<file path="src/rtl/cmul_pipe.sv">
// Four-stage pipelined complex multiplier. A and B streams are joined into one beat.
// The result is optionally multiplied by conj(B), then rounded, shifted and saturated.
module cmul_pipe #(
    parameter int WIDTH_A   = 16,
    parameter int WIDTH_B   = 16,
    parameter int WIDTH_OUT = 16,
    parameter int SCALE     = 15,
    parameter int ROUND     = 1
) (
    input  logic                   clk,
    input  logic                   reset,
    input  logic [2*WIDTH_A-1:0]   a_tdata,
    input  logic                   a_tlast,
    input  logic                   a_tvalid,
    output logic                   a_tready,
    input  logic [2*WIDTH_B-1:0]   b_tdata,
    input  logic                   b_tlast,
    input  logic                   b_tvalid,
    output logic                   b_tready,
    input  logic                   conj,
    output logic [2*WIDTH_OUT-1:0] o_tdata,
    output logic                   o_tlast,
    output logic                   o_tvalid,
    input  logic                   o_tready,
    output logic                   sat_flag,
    input  logic                   sat_clear
);

    localparam int PW  = WIDTH_A + WIDTH_B;
    localparam int FW  = PW + 1;
    // One guard bit above full precision so the rounding add cannot wrap.
    localparam int RW  = FW + 1;
    localparam int RSH = (SCALE > 0) ? SCALE - 1 : 0;
    localparam logic signed [RW-1:0] RND_ADD =
        (ROUND != 0 && SCALE > 0) ? (RW'(1) << RSH) : RW'(0);

    logic enable;
    logic in_xfer;
    logic unused_b_tlast;

    logic                        s1_valid_q, s1_valid_d;
    logic                        s1_last_q, s1_last_d;
    logic                        s1_conj_q, s1_conj_d;
    logic signed [WIDTH_A-1:0]   s1_ai_q, s1_ai_d, s1_aq_q, s1_aq_d;
    logic signed [WIDTH_B-1:0]   s1_bi_q, s1_bi_d, s1_bq_q, s1_bq_d;

    logic                        s2_valid_q, s2_valid_d;
    logic                        s2_last_q, s2_last_d;
    logic                        s2_conj_q, s2_conj_d;
    logic signed [PW-1:0]        s2_pii_q, s2_pii_d, s2_pqq_q, s2_pqq_d;
    logic signed [PW-1:0]        s2_pqi_q, s2_pqi_d, s2_piq_q, s2_piq_d;

    logic                        s3_valid_q, s3_valid_d;
    logic                        s3_last_q, s3_last_d;
    logic signed [FW-1:0]        s3_re_q, s3_re_d, s3_im_q, s3_im_d;

    logic                        s4_valid_q, s4_valid_d;
    logic                        s4_last_q, s4_last_d;
    logic [WIDTH_OUT-1:0]        s4_re_q, s4_re_d, s4_im_q, s4_im_d;

    logic                        sat_flag_q, sat_flag_d;
    logic                        clip_re, clip_im;
    logic [WIDTH_OUT-1:0]        sat_re, sat_im;

    // Returns {clipped, value}: round, arithmetic shift, then clamp to the output range.
    function automatic logic [WIDTH_OUT:0] scale_sat(input logic signed [FW-1:0] v);
        logic signed [RW-1:0]   r;
        logic [RW-WIDTH_OUT:0]  hi;
        logic [WIDTH_OUT:0]     res;
        r  = (RW'(v) + RND_ADD) >>> SCALE;
        hi = r[RW-1:WIDTH_OUT-1];
        if ((&hi) || !(|hi)) begin
            res = {1'b0, r[WIDTH_OUT-1:0]};
        end else begin
            res = {1'b1, r[RW-1], {(WIDTH_OUT-1){~r[RW-1]}}};
        end
        return res;
    endfunction

    assign unused_b_tlast = b_tlast;
    assign enable   = ~s4_valid_q | o_tready;
    assign in_xfer  = a_tvalid & b_tvalid & enable & ~reset;
    assign a_tready = in_xfer;
    assign b_tready = in_xfer;

    assign o_tdata  = reset ? '0 : {s4_re_q, s4_im_q};
    assign o_tlast  = s4_last_q;
    assign o_tvalid = s4_valid_q;
    assign sat_flag = sat_flag_q;

    always_comb begin
        {clip_re, sat_re} = scale_sat(s3_re_q);
        {clip_im, sat_im} = scale_sat(s3_im_q);

        s1_valid_d = s1_valid_q;
        s1_last_d  = s1_last_q;
        s1_conj_d  = s1_conj_q;
        s1_ai_d    = s1_ai_q;
        s1_aq_d    = s1_aq_q;
        s1_bi_d    = s1_bi_q;
        s1_bq_d    = s1_bq_q;
        s2_valid_d = s2_valid_q;
        s2_last_d  = s2_last_q;
        s2_conj_d  = s2_conj_q;
        s2_pii_d   = s2_pii_q;
        s2_pqq_d   = s2_pqq_q;
        s2_pqi_d   = s2_pqi_q;
        s2_piq_d   = s2_piq_q;
        s3_valid_d = s3_valid_q;
        s3_last_d  = s3_last_q;
        s3_re_d    = s3_re_q;
        s3_im_d    = s3_im_q;
        s4_valid_d = s4_valid_q;
        s4_last_d  = s4_last_q;
        s4_re_d    = s4_re_q;
        s4_im_d    = s4_im_q;

        if (enable) begin
            s1_valid_d = a_tvalid & b_tvalid;
            s1_last_d  = a_tlast;
            s1_conj_d  = conj;
            s1_ai_d    = a_tdata[2*WIDTH_A-1:WIDTH_A];
            s1_aq_d    = a_tdata[WIDTH_A-1:0];
            s1_bi_d    = b_tdata[2*WIDTH_B-1:WIDTH_B];
            s1_bq_d    = b_tdata[WIDTH_B-1:0];

            s2_valid_d = s1_valid_q;
            s2_last_d  = s1_last_q;
            s2_conj_d  = s1_conj_q;
            s2_pii_d   = PW'(s1_ai_q) * PW'(s1_bi_q);
            s2_pqq_d   = PW'(s1_aq_q) * PW'(s1_bq_q);
            s2_pqi_d   = PW'(s1_aq_q) * PW'(s1_bi_q);
            s2_piq_d   = PW'(s1_ai_q) * PW'(s1_bq_q);

            s3_valid_d = s2_valid_q;
            s3_last_d  = s2_last_q;
            if (s2_conj_q) begin
                s3_re_d = FW'(s2_pii_q) + FW'(s2_pqq_q);
                s3_im_d = FW'(s2_pqi_q) - FW'(s2_piq_q);
            end else begin
                s3_re_d = FW'(s2_pii_q) - FW'(s2_pqq_q);
                s3_im_d = FW'(s2_pqi_q) + FW'(s2_piq_q);
            end

            s4_valid_d = s3_valid_q;
            s4_last_d  = s3_last_q;
            s4_re_d    = sat_re;
            s4_im_d    = sat_im;
        end

        // A clip landing in the same cycle as sat_clear keeps the flag set.
        sat_flag_d = (enable & s3_valid_q & (clip_re | clip_im)) | (sat_flag_q & ~sat_clear);
    end

    always_ff @(posedge clk) begin
        if (reset) begin
            s1_valid_q <= 1'b0;
            s1_last_q  <= 1'b0;
            s2_valid_q <= 1'b0;
            s2_last_q  <= 1'b0;
            s3_valid_q <= 1'b0;
            s3_last_q  <= 1'b0;
            s4_valid_q <= 1'b0;
            s4_last_q  <= 1'b0;
            s4_re_q    <= '0;
            s4_im_q    <= '0;
            sat_flag_q <= 1'b0;
        end else begin
            s1_valid_q <= s1_valid_d;
            s1_last_q  <= s1_last_d;
            s2_valid_q <= s2_valid_d;
            s2_last_q  <= s2_last_d;
            s3_valid_q <= s3_valid_d;
            s3_last_q  <= s3_last_d;
            s4_valid_q <= s4_valid_d;
            s4_last_q  <= s4_last_d;
            s4_re_q    <= s4_re_d;
            s4_im_q    <= s4_im_d;
            sat_flag_q <= sat_flag_d;
        end
    end

    // Datapath registers need no reset; the valid bits qualify them.
    always_ff @(posedge clk) begin
        s1_conj_q <= s1_conj_d;
        s1_ai_q   <= s1_ai_d;
        s1_aq_q   <= s1_aq_d;
        s1_bi_q   <= s1_bi_d;
        s1_bq_q   <= s1_bq_d;
        s2_conj_q <= s2_conj_d;
        s2_pii_q  <= s2_pii_d;
        s2_pqq_q  <= s2_pqq_d;
        s2_pqi_q  <= s2_pqi_d;
        s2_piq_q  <= s2_piq_d;
        s3_re_q   <= s3_re_d;
        s3_im_q   <= s3_im_d;
    end

endmodule

</file>
<file path="config.mk">
export PLATFORM = sky130hd
export DESIGN_NAME = cmul_pipe
export DESIGN_NICKNAME = d
export VERILOG_FILES = /design/src/rtl/cmul_pipe.sv
export SDC_FILE = /design/constraint.sdc
export NUM_CORES = 2
export LEC_CHECK = 0
export ABC_CLOCK_PERIOD_IN_PS = 18060
export BUFFER_PORTS_ARGS = -buffer_cell sky130_fd_sc_hd__clkbuf_2
export CORE_MARGIN = 2
export CORE_UTILIZATION = 65
export DETAILED_ROUTE_END_ITERATION = 7
export GPL_TIMING_DRIVEN = 0
export PLACE_DENSITY = 0.87
export SYNTH_ARGS = -nofsm -noshare
export SYNTH_HDL_FRONTEND = slang
export SYNTH_SLANG_ARGS = --single-unit
</file>
<file path="constraint.sdc">
create_clock -name clk -period 18.06 [get_ports clk]
set_input_delay 2.709 -clock clk [delete_from_list [all_inputs] [get_ports clk]]
set_output_delay 2.709 -clock clk [all_outputs]
set_load 0.01 [all_outputs]
</file>
==> results.md <==
* Minimum clock period at approximately 9.5 ns
* Synth cell types at a little under 100
* Setup Fix Bufs, Post-CTS at 0
* Setup TNS Final at 0 ns
* Cells after Synth at around 5,400
* Max Slew Vio Count at 0
* Core ar. at between 0.08 and 0.09 sq mm
* Number of global-route vias before repair at 41,521
* Clock-pin slew on the worst setup and hold paths at ~0.060 ns
* Via-to-Cell Ratio at about 6
* CTS Sinks at between 200 and 300
* Fraction of layout cells with a size suffix above 1 at just under 4%
* Crit Path Max Fanout at 11
* Die height at 288 um
* CP endpoint kind: register
* Synth Register Bits at roughly 270
* CP Data Required Time at between 15 and 20 ns
* Synth async-reset ratio at 0%
* Synth top area cells: fa_1 (40%), edfxtp_1 (13%), ha_1 (9.4%), inv_1 (8.3%), and2_1 (6.1%)
* Yosys top cell by area: fa_1
* Total number of yosys warnings at 0
* Max-Cap Viols at 0
* Detailed Place HPWL at ~130,000 um
* Fill count at about 6,000
* Ports at 110
* Max-slew headroom at a little under 6%
* Most frequent cell after synthesis: inv_1
* Initial Util at about two thirds
* R2R Setup Slk at 8.61 ns
* First-pass GRT wire length at 246,000 um
* Die area at approximately 0.083 sq mm
* Number of synthesized flops with an enable pin at between 200 and 250
* Tcrit/Tclk final at 52.3%
* Clock Skew at roughly 0.058 ns
* Final setup violating endpoints at 0
* Sequential fraction of the synthesis area at 14.9%
* CTS tree: built
* CTS resizes at 0
* Die width at ~290 um
* Hold crit path type: reg -> reg
* ANT nets after route at 0
* Via count at slightly below 40,000
* Syn_nets at approximately 6,900
* Root Driver: clkbuf_16
* Skew-Pair Late Insertion Delay at a little over 0.6 ns
* 1st-pass router iterations at 8
* Status: finished, final reports clean
* CTS Buffer Depth at 3
* H-tree level count at 2
* Largest net degree at the start of global routing at between 70 and 80
* Cell area after layout at approximately 0.056 sq mm
* Syn Area/Cell at between 9 and 10 sq um
* Top cell type's share of synthesized area at 40.0%
* DRC violations left at 0
* Row count at between 100 and 150
* Per-cell routed wire length at about 25 um
* RSZ-0062 raised after global routing: false
* Post-Route WL at about 160,000 um
* Fmax at between 100 and 150 MHz
* Hold depth at 0
* Worst slew pin tran at between 1 and 1.5 ns
* DRT iter0 DRCs at roughly 4,100
* Final net count at 7,084
* Remaining global-route overflow at 0
* Synthesized area at between 0.05 and 0.06 sq mm
* P&R area growth vs syn at 6.03%
* Number of buffers inserted by hold repair at cts at 0
* Ys flop type: edfxtp_1
* Setup crit start kind: register
* Final Hold Viols at 0
* Post-synth top cells: inv_1 (1,158), fa_1 (1,048), nand2_1 (559), and2_1 (509), ha_1 (394)
* Total Routing Usage GR at between 40% and 50%
* Num CTS Buffers at 36
* Placement Cell Area at around 0.054 sq mm
* R2R depth at 20
* Arrival time at the worst endpoint at slightly below 10 ns
* Antenna violations before repair at 22
* Kind of critical path: reg -> reg
* Port bufs at approximately 110
* Routability cong. at between 1 and 1.5
## area by class of cell
type	instances	area, sq um	share of cell area, %
buffer	224	861	1.55
clock inverter	19	213	0.383
timing repair buffer	111	623	1.12
antenna	8	20.0	0.0360
sequential	273	7790	14.0
tap	1060	1330	2.39
clock buffer	45	977	1.76
inverter	1161	4360	7.84
multi-input combinational	3762	39400	70.9
## cell usage in the layout (no fill, tap or decap), types with 5 or more instances in the layout
| cell type | count |
|---|---|
| and4_1 | 6 |
| or3_1 | 16 |
| a21o_1 | 66 |
| nand2b_1 | 34 |
| buf_1 | 5 |
| nand3_1 | 43 |
| fa_1 | 1048 |
| diode_2 | 8 |
| xnor2_1 | 173 |
| o21ai_1 | 7 |
| a21oi_1 | 155 |
| nand4_1 | 20 |
| clkbuf_16 | 38 |
| and3_1 | 16 |
| o21bai_1 | 28 |
| and2_1 | 509 |
| nor2_1 | 190 |
| edfxtp_1 | 232 |
| nor3_1 | 73 |
| inv_1 | 1158 |
| xor2_1 | 83 |
| a211oi_1 | 17 |
| inv_6 | 5 |
| o311ai_0 | 5 |
| o21a_1 | 45 |
| a31oi_1 | 16 |
| dfxtp_1 | 41 |
| ha_1 | 394 |
| a21bo_2 | 8 |
| nand2_1 | 559 |
| o211ai_1 | 7 |
| nor2b_1 | 50 |
| clkbuf_2 | 108 |
| nor4_1 | 6 |
| a211o_1 | 6 |
| o21ai_0 | 80 |
| clkbuf_1 | 219 |
## layer usage
metal / routed length (um) / vias up / track usage (%) / part of all wire, %
li1: - / 16842 / - / -
met1: 58000 / 19719 / 51.3 / 35
met2: 72500 / 2376 / 62.5 / 44
met3: 21000 / 601 / 12.8 / 13
met4: 12300 / 14 / 25.2 / 7.5
met5: 88 / - / 0 / 0.054
## worst max-delay path: stages, from the launching register on
cell and delay (ns):
edfxtp_1 0.73, inv_1 0.57, buf_1 1.04, nor2_1 0.12, fa_1 0.55, fa_1 0.46
fa_1 0.53, fa_1 0.43, fa_1 0.49, inv_1 0.05, fa_1 0.48, inv_1 0.04
ha_1 0.38, nand3_1 0.10, nor3_1 0.34, a31oi_1 0.23, o221ai_1 0.51, a21oi_1 0.21
o31ai_1 0.53, nor4_1 0.09, nor3_1 1.11
## sequential cells by signal (all words and copies together), names as in the netlist, 16 cells and up
signal and cells:
s1_ai_q 16, s1_aq_q 16, s1_bi_q 16, s1_bq_q 16, s2_pii_q 32, s2_piq_q 32, s2_pqi_q 32, s2_pqq_q 32
s3_im_q 19, s3_re_q 19, s4_im_q 16, s4_re_q 16
## worst paths after layout
| kind | from | endpoint |
|---|---|---|
| worst min register to register | s1_conj_q$_DFFE_PN_ | s2_conj_q$_DFFE_PN_ |
| worst max-delay path | s1_bi_q[15]$_DFFE_PN_ | s2_pii_q[31]$_DFFE_PN_ |
| worst min-delay path | s1_conj_q$_DFFE_PN_ | s2_conj_q$_DFFE_PN_ |
| worst max register to register | s1_bi_q[15]$_DFFE_PN_ | s2_pii_q[31]$_DFFE_PN_ |
## through the flow
step,setup slack [ns],util (%),cells,hold WS (ns)
6_report,8.61,69.3,6663,0.448
5_1_grt,8.77,69.3,6655,0.448
4_1_cts,9.15,69.3,6655,0.442
3_5_place_dp,9.20,67.8,6591,0.433
3_3_place_gp,4.79,67.7,6588,0.424
2_1_floorplan,7.84,-,5420,0.400
## kinds of logic (layout without fill, tap and decap cells)
kind of cell	count (synthesis)	after routing	share of synthesized area (%)
AO/OA/AOI/OAI	499	499	6.26
XOR/XNOR	257	257	4.31
adder cells (fa/ha/maj)	1442	1442	49.4
buffers and inverters	1385	1560	9.95
flip-flops	273	273	14.9
multiplexers	5	5	0.0979
other	0	8	0
AND/OR/NAND/NOR	1559	1559	15.1
Power is left out: the tool's default activity adds up to more than one toggle a clock period on the data nets, which glitch-free logic cannot reach.
